--- src/rtl/fnd_scan_ctrl.sv ---
// fnd_scan_ctrl: scan controller for a 4-digit seven-segment (FND) display.
//
// Steps an active-low one-hot digit select from a prescaler tick. It takes
// new display contents through a valid/ready handshake into a pending buffer.
// Pending contents are committed to the active buffer only at frame boundaries
// (digit3 -> digit0), so a frame never mixes old and new data. Hex nibbles are
// decoded to active-low segments, with per-digit decimal points and optional
// leading-zero suppression.
//
// Optional feature macro: FND_DIMMING_EN
//   Adds i_brightness. The digit select is gated off for the tail of each
//   digit period. o_fnd_seg is not affected.
//
// Ports:
//   i_clk          system clock, posedge
//   i_reset_n      asynchronous active-low reset
//   i_valid        new display data offered
//   o_ready        pending buffer empty; transfer on i_valid && o_ready
//   i_value[15:0]  four hex nibbles, [3:0] = digit0 (rightmost)
//   i_dp[3:0]      per-digit decimal point, 1 = lit
//   i_lz_supp      leading-zero suppression, captured with i_value
//   i_brightness   (FND_DIMMING_EN only) 0..7, 7 = always on
//   o_fnd_sel[3:0] digit select, active-low one-hot
//   o_fnd_seg[7:0] segments {dp,g,f,e,d,c,b,a}, active-low
//   o_frame_done   one-cycle pulse aligned with the pin update to digit0

module fnd_scan_ctrl #(
    parameter int unsigned SCAN_DIV = 100000,
    parameter int unsigned CNT_W    = 17
) (
    input  logic        i_clk,
    input  logic        i_reset_n,
    input  logic        i_valid,
    output logic        o_ready,
    input  logic [15:0] i_value,
    input  logic [3:0]  i_dp,
    input  logic        i_lz_supp,
`ifdef FND_DIMMING_EN
    input  logic [2:0]  i_brightness,
`endif
    output logic [3:0]  o_fnd_sel,
    output logic [7:0]  o_fnd_seg,
    output logic        o_frame_done
);

    typedef struct packed {
        logic [15:0] value;
        logic [3:0]  dp;
        logic        lz;
    } disp_t;

    typedef enum logic {
        ST_BLANK = 1'b0,
        ST_SCAN  = 1'b1
    } state_t;

    state_t           state;
    logic [CNT_W-1:0] cnt;
    logic [1:0]       idx;
    disp_t            active;
    disp_t            pending;
    logic             ready_q;
    logic [3:0]       sel_q;
    logic [7:0]       seg_q;
    logic             frame_done_q;

    logic             tick;
    logic             boundary;
    logic             commit;
    logic [1:0]       idx_nxt;
    disp_t            src;
    logic [7:0]       seg_nxt;

    // Hex nibble to active-low a..g pattern (bit0 = a).
    function automatic logic [6:0] hex_seg(input logic [3:0] nib);
        logic [6:0] s;
        case (nib)
            4'h0:    s = 7'h40;
            4'h1:    s = 7'h79;
            4'h2:    s = 7'h24;
            4'h3:    s = 7'h30;
            4'h4:    s = 7'h19;
            4'h5:    s = 7'h12;
            4'h6:    s = 7'h02;
            4'h7:    s = 7'h78;
            4'h8:    s = 7'h00;
            4'h9:    s = 7'h10;
            4'hA:    s = 7'h08;
            4'hB:    s = 7'h03;
            4'hC:    s = 7'h46;
            4'hD:    s = 7'h21;
            4'hE:    s = 7'h06;
            default: s = 7'h0E;
        endcase
        return s;
    endfunction

    // Full segment byte for digit n, including blanking and decimal point.
    function automatic logic [7:0] digit_seg(input disp_t d, input logic [1:0] n);
        logic       z3;
        logic       z32;
        logic       z321;
        logic       blank;
        logic [3:0] nib;
        z3    = (d.value[15:12] == 4'h0);
        z32   = z3  && (d.value[11:8] == 4'h0);
        z321  = z32 && (d.value[7:4]  == 4'h0);
        nib   = d.value[{n, 2'b00} +: 4];
        blank = 1'b0;
        case (n)
            2'd3:    blank = d.lz && z3;
            2'd2:    blank = d.lz && z32;
            2'd1:    blank = d.lz && z321;
            default: blank = 1'b0;
        endcase
        return {~d.dp[n], (blank ? 7'h7F : hex_seg(nib))};
    endfunction

    // Tick, boundary and the data source for the next pin update.
    always_comb begin
        tick     = (cnt == CNT_W'(SCAN_DIV - 1));
        // The BLANK->SCAN tick is treated as a frame boundary.
        boundary = tick && ((state == ST_BLANK) || (idx == 2'd3));
        commit   = boundary && !ready_q;
        idx_nxt  = (state == ST_BLANK) ? 2'd0 : idx + 2'd1;
        // Committed data is shown starting with the digit0 slot it opens.
        src      = commit ? pending : active;
        seg_nxt  = digit_seg(src, idx_nxt);
    end

    // Scan state, prescaler, buffers and registered pin outputs.
    always_ff @(posedge i_clk or negedge i_reset_n) begin
        if (!i_reset_n) begin
            state        <= ST_BLANK;
            cnt          <= '0;
            idx          <= 2'd0;
            active       <= '0;
            pending      <= '0;
            ready_q      <= 1'b1;
            sel_q        <= 4'hF;
            seg_q        <= 8'hFF;
            frame_done_q <= 1'b0;
        end else begin
            cnt          <= tick ? '0 : cnt + CNT_W'(1);
            frame_done_q <= boundary;

            if (tick) begin
                state <= ST_SCAN;
                idx   <= idx_nxt;
                sel_q <= ~(4'b0001 << idx_nxt);
                seg_q <= seg_nxt;
            end

            // Commit requires a full buffer, so it never collides with a capture.
            if (commit) begin
                active  <= pending;
                ready_q <= 1'b1;
            end else if (i_valid && ready_q) begin
                pending <= '{value: i_value, dp: i_dp, lz: i_lz_supp};
                ready_q <= 1'b0;
            end
        end
    end

    assign o_ready      = ready_q;
    assign o_fnd_seg    = seg_q;
    assign o_frame_done = frame_done_q;

`ifdef FND_DIMMING_EN
    // Pins update at count 0, so the count is the position in the digit period.
    localparam int unsigned TH_W = CNT_W + 4;
    logic [TH_W-1:0] dim_prod;
    logic            dim_on;
    always_comb begin
        dim_prod = (TH_W'(i_brightness) + TH_W'(1)) * TH_W'(SCAN_DIV);
        dim_on   = TH_W'(cnt) < (dim_prod >> 3);
    end
    assign o_fnd_sel = dim_on ? sel_q : 4'hF;
`else
    assign o_fnd_sel = sel_q;
`endif

endmodule

--- config.mk ---
export PLATFORM = sky130hd
export DESIGN_NAME = fnd_scan_ctrl
export DESIGN_NICKNAME = d
export VERILOG_FILES = /design/src/rtl/fnd_scan_ctrl.sv
export SDC_FILE = /design/constraint.sdc
export NUM_CORES = 1
export LEC_CHECK = 0
export CORE_MARGIN = 10
export CORE_UTILIZATION = 50
export CTS_CLUSTER_DIAMETER = 100
export DETAILED_ROUTE_END_ITERATION = 7
export GPL_ROUTABILITY_DRIVEN = 1
export PLACE_DENSITY = 0.71
export SETUP_SLACK_MARGIN = 0.15
export SYNTH_ARGS = -nofsm -noshare
export SYNTH_HDL_FRONTEND = slang
export SYNTH_SLANG_ARGS = --single-unit
--- constraint.sdc ---
create_clock -name i_clk -period 5.93 [get_ports i_clk]
set_input_delay 1.779 -clock i_clk [delete_from_list [all_inputs] [get_ports i_clk]]
set_output_delay 1.779 -clock i_clk [all_outputs]
set_load 0.005 [all_outputs]
==> impl_metrics.yaml <==
floorplan:
  core_um2: 7292
  rows: 31
  die_area_um2: 11420
  initial_core_util: 0.5172
  die_h_um: 106.8
  die_x_um: 106.8
  ios: 38
critical_path:
  crit_type: "flip-flop to flip-flop"
  crit_arrival_ps: 4430
  slowest_stage: "nor4_4"
  cpPeakStageDelay_ps: 810
  crit_chain: "or4_4, nor4_4, nand2_4, mux2_2, a211oi_1, ha_1, o21a_1, a22o_1, a21oi_1"
  endpoint_kind: "flip-flop"
  cp-start-kind: "flip-flop"
  cp.required_ps: 6210
  worstPathMaxFanout: 28
  r2r_slack_ps: 1780
global_route:
  grt_pass1_vias: 2735
  grt_pass1_wl_mm: 13.20
  antenna_found_initial: 0
  gr-total-overflow: 0
  track_usage: 0.1420
  grt_max_degree: 77
sta:
  clock.fmax_ghz: 0.2411
  hold_viol: 0
  tns_ps: 0
  finalSetupViolCount: 0
  worstMarginPinSlew_ps: 1061
  hold_slack_ps: 468.7
  relSlewSlack: 0.2876
  finClkSkew_ps: 8.617
  fin_ws_ps: 1783
  finalMaxSlewViolations: 0
  rsz0062_at_grt: "no"
  fin_crit_sh: 0.6994
  period_needed_ps: 4147
clock_network:
  htreeDepth: 3
  clock-root-buffer: "clkbuf_8"
  cts.sinks: 76
  numCtsBuffers: 9
  tritoncts: "done"
  cts_resized: 0
  clock_latency_ps: 350
  clkTransAtPathRegs_ps: 80
  cts_buffer_depth: 2
  cts_setup_buffers: 0
  hold_buffers: 0
min_path:
  hold_path.class: "flip-flop to flip-flop"
logic_synthesis:
  ys_types: 48
  synth_fa_ha_area_frac: 0.03981
  netlist.area_leader.share: 0.4180
  synth_xor_area_frac: 0.03948
  avgSynthCellArea_um2: 10.65
  yosys.area_share.simple: 0.1742
  synth_ff_type: "dfrtp_1"
  synth-seq-area-share: 0.5086
  syn_area_um2: 3771
  syn-num-nets: 390
  synth_seq_cells: 76
  synth_top_family_by_area: "simple AND/OR/NAND/NOR gates"
  synth-edff-count: 0
  ys_async_sr_fraction: 1.000
  netlist_top_cells_area: "dfrtp_1, dfstp_2, mux2_2"
  synth_top_cell_by_area: "dfrtp_1"
  synthCells: 354
  synthMuxAreaShare: 0.1367
  yosysWarnings: 0
  synth_compound_area_frac: 0.07565
status:
  status: "complete, no violations"
drt:
  drc: 0
  ant_nets: 0
  via_count: 2657
  routedWlPerCell_um: 15.36
  wl_mm: 7.605
  via_per_inst: 5.368
  dr.pass1.iters: 4
  first_iter_violations: 107
finish:
  area_delta_synth_final_pct: 17.15
  fill_cells: 656
  final_layout_size_suffix_gt1_frac: 0.1742
  final_nets: 427
  antenna_cells: 0
placed_design:
  gp_congestion: 0.8526
  port_buffers: 37
  dp_slack_ps: 1782
  dp_hpwl_mm: 5.527
pwr:
  power_density_nw_per_um2: 225.4
  ir_drop_mv: 0.1122
  leakage_uw: 0.002008
flow_run:
  cap_viol_max_count: 0
## cell families after synthesis
family,Yosys count
DFF,76
muxes,43
buffers and inverters,23
and+or+nand+nor,137
AOI/OAI and AO/OA,46
xor gates and xnor gates,17
adders and majority gates,12
## critical path: cells and delay by family (launching register included)
kind | cells | cell delay [ps]
simple gates | 3 | 1750
compound gates | 4 | 1120
flops | 1 | 450
mux | 1 | 390
fa+ha+maj | 1 | 370
## cells in the final DEF, fill, tap and decap left out, types with 2 or more instances in the layout
cell type / count
a211oi_1: 3
a21o_1: 2
a21oi_1: 7
a31oi_1: 4
and2_1: 4
and3_1: 3
buf_4: 2
clkbuf_8: 11
clkdlybuf4s50_1: 36
clkinv_2: 2
dfrtp_1: 63
dfstp_2: 13
ha_1: 12
inv_1: 11
mux2_2: 28
mux2i_1: 11
mux4_2: 3
nand2_1: 73
nand2b_1: 2
nand3_1: 12
nand4_1: 4
nor2_1: 21
nor4_1: 2
nor4b_1: 2
o211ai_1: 3
o21a_1: 2
o21ai_0: 16
o21ai_1: 2
o31a_1: 2
o41ai_1: 2
or4_1: 2
or4b_2: 2
xnor2_1: 10
xor2_1: 7
## layout make-up
| cell class | count | area [um^2] | area share |
|---|---|---|---|
| Tap cell | 99 | 123.9 | 0.02804 |
| Multi-Input combinational cell | 255 | 1757 | 0.3976 |
| Sequential cell | 76 | 1918 | 0.4342 |
| Clock inverter | 4 | 47.55 | 0.01076 |
| Clock buffer | 12 | 155.1 | 0.03512 |
| Timing Repair Buffer | 38 | 375.4 | 0.08496 |
| Inverter | 11 | 41.29 | 0.009346 |
## stage by stage
step | total power, uW | area [um^2] | utilization | cells
6_report | 995.8 | 4418 | 0.6059 | 495
5_1_grt | 1035 | 4418 | 0.6059 | 495
4_1_cts | 1007 | 4418 | 0.6059 | 495
3_5_place_dp | 607.7 | 4215 | 0.5781 | 479
3_3_place_gp | 606.7 | 4215 | 0.5781 | 479
2_1_floorplan | 574.8 | 3771 | - | 354
## power breakdown
group          switching (uW)  internal, uW  total, uW  leakage [uW]
Combinational            17.5          29.3       46.8      0.000939
Clock                     183           216        399      0.000102
Sequential               14.7           535        550      0.000967
Total                     215           781        996       0.00201
## cells in the mapped netlist, types with 2 or more instances
library cell and n:
o21ai_1 2, a21oi_1 7, o31a_1 2, a31oi_1 4, or4_1 2, xor2_1 7, o21ai_0 16, nand2_1 73
dfstp_2 13, a21o_1 2, o41ai_1 2, nand3_1 12, nor2_1 21, nor4_1 2, dfrtp_1 63, or4b_2 2
a211oi_1 3, buf_2 2, and2_1 4, ha_1 12, xnor2_1 10, mux2_2 28, nor4b_1 2, and3_1 3
mux4_2 3, buf_4 2, nand4_1 4, clkbuf_1 6, inv_1 11, buf_1 2, nand2b_1 2, o211ai_1 3
mux2i_1 11, o21a_1 2
## worst paths after layout
path,endpoint,cells after the start,start
max in group asynchronous,pending[18]$_DFFE_PN0P_,1,i_reset_n
min in group asynchronous,active[3]$_DFF_PN0_,1,i_reset_n
min,active[1]$_DFF_PN0_,2,active[1]$_DFF_PN0_
max reg2reg,o_fnd_seg[3]$_DFFE_PN1N_,9,cnt[11]$_DFF_PN0_
max,o_fnd_seg[3]$_DFFE_PN1N_,9,cnt[11]$_DFF_PN0_
min reg2reg,active[1]$_DFF_PN0_,2,active[1]$_DFF_PN0_
## metal layers
metal  global-route usage  up-vias  share of wire
met5                    0        -              0
met4              0.06673        0          0.018
met3              0.02874       12          0.032
met2               0.2327       46           0.50
met1               0.1759     1306           0.45
li1                     -     1293              -
## registers in the layout, indices dropped and copies added (netlist names)
register / count
active: 21
pending: 21
o_fnd_seg: 8
idx: 2
o_ready: 1
o_fnd_sel: 4
cnt: 17
o_frame_done: 1
state: 1
Power figures use the tool's default switching activity.
